==> config.mk <==
export PLATFORM = sky130hd
export DESIGN_NAME = pc_select
export DESIGN_NICKNAME = d
export VERILOG_FILES = /design/src/rtl/pc_select.sv
export SDC_FILE = /design/constraint.sdc
export NUM_CORES = 1
export LEC_CHECK = 0
export ABC_AREA = 1
export BUFFER_PORTS_ARGS = -buffer_cell sky130_fd_sc_hd__buf_2
export CORE_UTILIZATION = 50
export DETAILED_ROUTE_END_ITERATION = 8
export PLACE_DENSITY = 0.87
export REMOVE_ABC_BUFFERS = 1
export SLEW_MARGIN = 20
export SYNTH_ARGS = -nofsm -noshare
export SYNTH_HDL_FRONTEND = slang
export SYNTH_SLANG_ARGS = --single-unit
==> constraint.sdc <==
create_clock -name clk -period 1.75 [get_ports clk]
set_clock_uncertainty 0.2 [all_clocks]
set_input_delay 0.0875 -clock clk [delete_from_list [all_inputs] [get_ports clk]]
set_output_delay 0.0875 -clock clk [all_outputs]
set_load 0.02 [all_outputs]
==> src/rtl/pc_select.sv <==
// Fetch-address generator: owns the fetch PC, defers redirects while ibus is busy.
// Optional perf counters are enabled by defining PC_SELECT_PERF_CNT_EN.
module pc_select #(
    parameter logic [31:0] RESET_PC = 32'hbfc0_0000
) (
    input  logic        clk,
    input  logic        resetn,
    input  logic [31:0] pc_seq_i,
    input  logic        fetch_busy_i,
    input  logic        stall_i,
    input  logic        br_valid_i,
    input  logic [31:0] br_target_i,
    input  logic        exc_valid_i,
    input  logic [31:0] exc_target_i,
    input  logic        cp0_int_i,
    output logic [31:0] pc_o,
    output logic        int_o,
    output logic        kill_o,
    output logic        pend_o,
    output logic [31:0] stall_cnt_o,
    output logic [31:0] redir_cnt_o
);

    typedef enum logic {NONE, PEND} pend_state_t;

    pend_state_t state, state_nxt;
    logic [31:0] pend_target, pend_target_nxt;
    logic        pend_exc, pend_exc_nxt;
    logic        pend_live_exc, pend_live_br, exc_sel, adv, redirect;
    logic [31:0] pc_nxt;

    always_comb begin
        pend_live_exc = (state == PEND) && pend_exc;
        pend_live_br  = (state == PEND) && !pend_exc;
        exc_sel       = exc_valid_i || pend_live_exc;
        adv           = !fetch_busy_i && (!stall_i || exc_sel);

        pc_nxt   = pc_seq_i;
        redirect = 1'b1;
        if (exc_valid_i)        pc_nxt = exc_target_i;
        else if (pend_live_exc) pc_nxt = pend_target;
        else if (br_valid_i)    pc_nxt = br_target_i;
        else if (pend_live_br)  pc_nxt = pend_target;
        else                    redirect = 1'b0;

        state_nxt       = state;
        pend_target_nxt = pend_target;
        pend_exc_nxt    = pend_exc;
        // Capture only while fetch is busy or something is already pending;
        // a pending exception locks out later branches.
        if (adv) begin
            state_nxt = NONE;
        end else if (exc_valid_i && (fetch_busy_i || state == PEND)) begin
            state_nxt       = PEND;
            pend_target_nxt = exc_target_i;
            pend_exc_nxt    = 1'b1;
        end else if (br_valid_i && !pend_live_exc && (fetch_busy_i || state == PEND)) begin
            state_nxt       = PEND;
            pend_target_nxt = br_target_i;
            pend_exc_nxt    = 1'b0;
        end

        // A pending exception always advances on the first non-busy cycle,
        // so this is exactly the busy-fall cycle or a direct idle exception.
        kill_o = !fetch_busy_i && exc_sel;
        pend_o = (state == PEND);
    end

    always_ff @(posedge clk) begin
        if (!resetn) begin
            state       <= NONE;
            pend_target <= '0;
            pend_exc    <= 1'b0;
            pc_o        <= RESET_PC;
            int_o       <= 1'b0;
        end else begin
            state       <= state_nxt;
            pend_target <= pend_target_nxt;
            pend_exc    <= pend_exc_nxt;
            if (adv) begin
                pc_o  <= pc_nxt;
                int_o <= cp0_int_i;
            end
        end
    end

`ifdef PC_SELECT_PERF_CNT_EN
    always_ff @(posedge clk) begin
        if (!resetn) begin
            stall_cnt_o <= '0;
            redir_cnt_o <= '0;
        end else begin
            if (!adv)            stall_cnt_o <= stall_cnt_o + 32'd1;
            if (adv && redirect) redir_cnt_o <= redir_cnt_o + 32'd1;
        end
    end
`else
    assign stall_cnt_o = '0;
    assign redir_cnt_o = '0;
`endif

endmodule

* Yosys cells after proc, flatten, opt, wreduce, memory -nomap -nowiden
Cells that the tools add are included.
** Operators by class
- Bitwise gates (word level) :: 2
- Reductions and logical operators :: 17
- Muxes and demuxes :: 10
** Operators by type and width (number)
- 32-bit 2-to-1 mux :: 6
- 1-bit logical AND :: 7
- 1-bit logical NOT :: 4
- 1-bit 2-to-1 mux :: 4
- 1-bit logical OR :: 3
- 1-bit NOT :: 2
- 2-bit AND reduction :: 1
- 2-bit nonzero test :: 1
- 2-bit OR reduction :: 1
** Word-level totals
- Register bits :: 67
- Output and inout port bits :: 99
- Input bits :: 103
- Word-level logic and storage cells :: 34

* Logic depth before layout (Yosys ltp)
- Depth after elaboration :: 6
- Mapped depth :: 11
- Depth with buffers taken out :: 8

* Least setup slack after synthesis
No wires, ideal clock.
- Kind :: register to register
- From :: register state (netlist: pend_o)
- To :: register pc_o[22]
- Library setup time :: 115 ps
- Cell stages (with the launch flop) :: 10
- Data arrival time :: 1341 ps
- Slack :: 94 ps
- Required time :: 1435 ps
- Cells stage by stage :: dfxtp_1 > buf_6 > nand2_2 > buf_6 > nand3_2 > nand2_4 > buf_6 > buf_6 > a21oi_1 > nand2_1
** Between the ends
- Cells in the longest elaborated chain, start to end :: 5
- Elaborated cells on any way between the ends :: 9
** Ends and longest elaborated chain
- from (decl) :: RTL line 26 : pend_state_t state, state_nxt;
- from (signal assigned) :: RTL line 77 : state <= state_nxt;
- 1-bit logical AND :: RTL line 34 : pend_live_br = (state == PEND) && !pend_exc;
- 32-bit 2-to-1 mux :: RTL line 43 : else if (pend_live_br) pc_nxt = pend_target;
- 32-bit 2-to-1 mux :: RTL line 42 : else if (br_valid_i) pc_nxt = br_target_i;
- 32-bit 2-to-1 mux :: RTL line 41 : else if (pend_live_exc) pc_nxt = pend_target;
- 32-bit 2-to-1 mux :: RTL line 40 : if (exc_valid_i) pc_nxt = exc_target_i;
- to (signal assigned) :: RTL line 81 : pc_o <= pc_nxt;
- to (decl) :: RTL line 16 : output logic [31:0] pc_o,
Several ways; a longest one is shown, not always the timed one.
A chain may end at the register's enable or synchronous reset.

* Worst setup path in the final report
- From :: register state (netlist: pend_o)
- To :: register pc_o[7]
The elaborated chain is that of the path after synthesis.

==> results list <==
- Kind of start point of the critical path: flip-flop
* #FFs+latches synth: 67
- The startpoint identified for the worst register-to-register timing path is pend_o.
- Area share of the leading cell type in the synthesized netlist: 0.256
- Total global routing track utilization: 0.307
* GRT Residual Overflow: 0
- The die covers 10900 um^2.
- The setup path with the least slack is of type reg2reg.
* Number of diodes: 0
- Status: completed
- CTS saw 67 sinks.
- Number of slew-limit violations in the final report: 0
- Maximum root-to-sink buffer count: 2
- The slowest stage of the critical path belongs to the cell dfxtp_2.
* Path type of the worst min-delay path: in2reg
- Buffer type at the clock tree root: clkbuf_8
* Hold Startpoint: br_valid_i
- Crit. Startpoint: pend_o
- Placed cell count: 1160
* Number of I/O pins: 202
* Type of destination of the critical path: flip-flop
- Htree depth: 3
- Entering global routing, the biggest net connects 42 pins.
- Of the available clock period, the critical path in the final layout requires 0.918.
- Clock tree from TritonCTS: built
- The floorplan step set the die height to ~100 um.
* Via count of the routed design: about 6400
- Number of buffer and inverter stages on the critical path: 2
* DRC errors left: 0
- WL/cell: 13.1 um
- Total power density per cell area: 672 nW/um^2
- Prior to clock tree synthesis, the placed netlist has a worst setup slack of 0.132 ns.
* Worst path most repeated cell: nand2_1
* Time the worst path needs with I/O delays and setup: 1.61 ns
- Data arrival time at the worst-slack endpoint: between 1.5 and 2 ns
- Clock-pin slew was measured on the worst setup and hold paths at 0.08 ns.
* Number of antenna violations at the first check in global routing: 0
- Count of different cell masters after synthesis: 20
* Maximum clock frequency: about 620 MHz
- Final setup viols: 0
* Final-layout fill cell count: just under 900
- Synthesis handed over a netlist of just over 900 instances.
- FF/Latch Area: 1340 um^2
* Wire length of the first global-routing pass: 27600 um
- Leading post-synthesis cells by cell area: dfxtp_1 (26%), nand2_1 (22%), nand3_1 (13%)
* Sequence of cells on the critical path: buf_4 > nand2_1 > buf_12 > nand2_1 > nand3_1 > nand2_1 > nand2_1 > nand2_1 > nand2_1
* Yosys synthesis warning count: 0
- In the final layout, the multi-input gates occupy between 2000 and 3000 um^2.
* Average cell area after synthesis: 5.69 um^2
* Row Count: 37
- The clock reaches the later pin of the worst-skew pair after 0.34 ns.
* Fin. Hold Viols: 0
- Detail-routed via count per cell: 4.99
- Starting DRC count in detailed routing: 517
- Static leakage: 3.98 nW
* Max Cap Viol: 0
* Final cell count without fillers: 1273
- After synthesis the cells add up to 5250 um^2.
- Port Buffer Count: ~140
* Fin nets: around 1200
- Synth-to-Final Area Change: 33.7%
* Floorplan core area: 10200 um^2
- Delay contributed by the slowest stage of the critical path: 0.38 ns
- Data required time at the worst endpoint: 1.79 ns
* Max rail drop VDD: around 0.45 mV
- Proportion of synthesized chip area in sequential cells: 0.256
- Horizontal die dimension: about 100 um
- Setup repair after global routing left no endpoint under its margin.
* Count of nets left with antenna violations after detail routing: 0
- Fraction of layout cells with a size suffix above 1: 0.171
- Top delay family on crit path: simple AND/OR/NAND/NOR gates
- Once detailed placement completed, the half-perimeter wirelength came to 9970 um.
* Final WL: around 17000 um
* Number of detailed-route iterations in the first pass: 5
- The initial utilization of the core area, before any placement, comes to 0.513.
- Clock tree synthesis inserted a total of 9 buffers.
- The number of global-route vias before repair is 5831.
* Critical path peak fanout: 25
- The worst path meets setup with 0.144 ns of slack.
* Area leader, netlist: dfxtp_1
* Global placement routability congestion: between 0.8 and 0.9
-- cell usage in the layout, fill, tap and decap left out, drive strengths merged, types with 11 or more instances in the layout --
cell,instances
dlygate4sd3,97
conb,64
inv,105
buf,167
nor2,52
clkbuf,11
a21oi,94
nand2,317
o21ai,14
dfxtp,67
nand3,142
-- power breakdown --
group / switching (mW) / leakage (nW) / internal, mW
logic: 0.933 / 3.32 / 0.606
clock network: 0.627 / 0.103 / 0.800
registers: 0.0854 / 0.555 / 1.66
total: 1.64 / 3.98 / 3.07
-- per-layer routing --
metal  up-vias  part of all wire  routed length [um]  global-route usage
li1       3155                 -                   -                   -
met1      2744              0.39                6540               0.375
met2       393              0.48                8020               0.536
met3        64             0.094                1560              0.0476
met4         0             0.034                 560               0.120
met5         -                 0                   0                   0
-- registers in the layout, summed over array words and instances (netlist names) --
register and count:
int_o 1, pend_target 32, pend_exc 1, pend_o 1, pc_o 32
-- synth_stat cells --
cell and number:
a21oi_1 94, buf_1 6, buf_2 32, buf_4 67, buf_6 6, clkbuf_1 18, clkinv_1 1, conb_1 1
dfxtp_1 67, inv_1 102, inv_2 3, nand2_1 311, nand2_2 3, nand2_4 3, nand3_1 140, nand3_2 2
nor2_1 52, o21ai_0 11, o21ai_1 3, o21bai_1 1
-- logic make-up (layout without fill, tap and decap cells) --
logic type | Yosys count | count (layout) | share of synthesized area
compound gates | 109 | 109 | 0.104
buf+inv | 235 | 386 | 0.232
other cells | 1 | 64 | 0.000715
flops | 67 | 67 | 0.256
simple gates | 511 | 511 | 0.407
-- through the flow --
| stage | power, mW | setup TNS (ns) | util | area (um^2) | hold slack [ns] |
|---|---|---|---|---|---|
| after floorplan | 2.60 | -63.04 | - | 4660 | 0.00790 |
| after global placement | 3.09 | 0 | 0.570 | 5830 | 0.143 |
| after detailed placement | 3.11 | 0 | 0.570 | 5830 | 0.167 |
| after CTS | 4.69 | 0 | 0.685 | 7010 | 0.0103 |
| after global routing | 4.97 | 0 | 0.686 | 7020 | 0.0202 |
| final | 4.72 | 0 | 0.686 | 7020 | 0.0212 |
-- worst register-to-register path: cells and delay by family (launching register included) --
family	cells	cell delay, ns
buffers and inverters	2	0.42
AND/OR/NAND/NOR	7	0.51
flip-flops	1	0.38
-- layout make-up --
class	count	area share
multi-input combinational	684	0.417
timing repair buffer	264	0.281
sequential	67	0.191
inverter	106	0.0567
tap	136	0.0243
clock buffer	11	0.0187
clock inverter	5	0.0111
-- final timing paths --
kind,endpoint,slack [ns],cells after the start
min reg2reg,pc_o[17],0.27,2
max,pc_o[7],0.14,9
max reg2reg,pc_o[7],0.14,9
min,pc_o[6],0.02,4
-- repair_timing --
| item | in CTS | in global routing |
|---|---|---|
| hold endpoints to repair | 65 | 0 |
| resized for setup | 0 | 1 |
| endpoints found under the setup margin | 0 | 2 |
| hold buffers | 97 | 0 |
| buffers inserted | 0 | 0 |
Note: power is estimated with default switching activity, not from simulation.
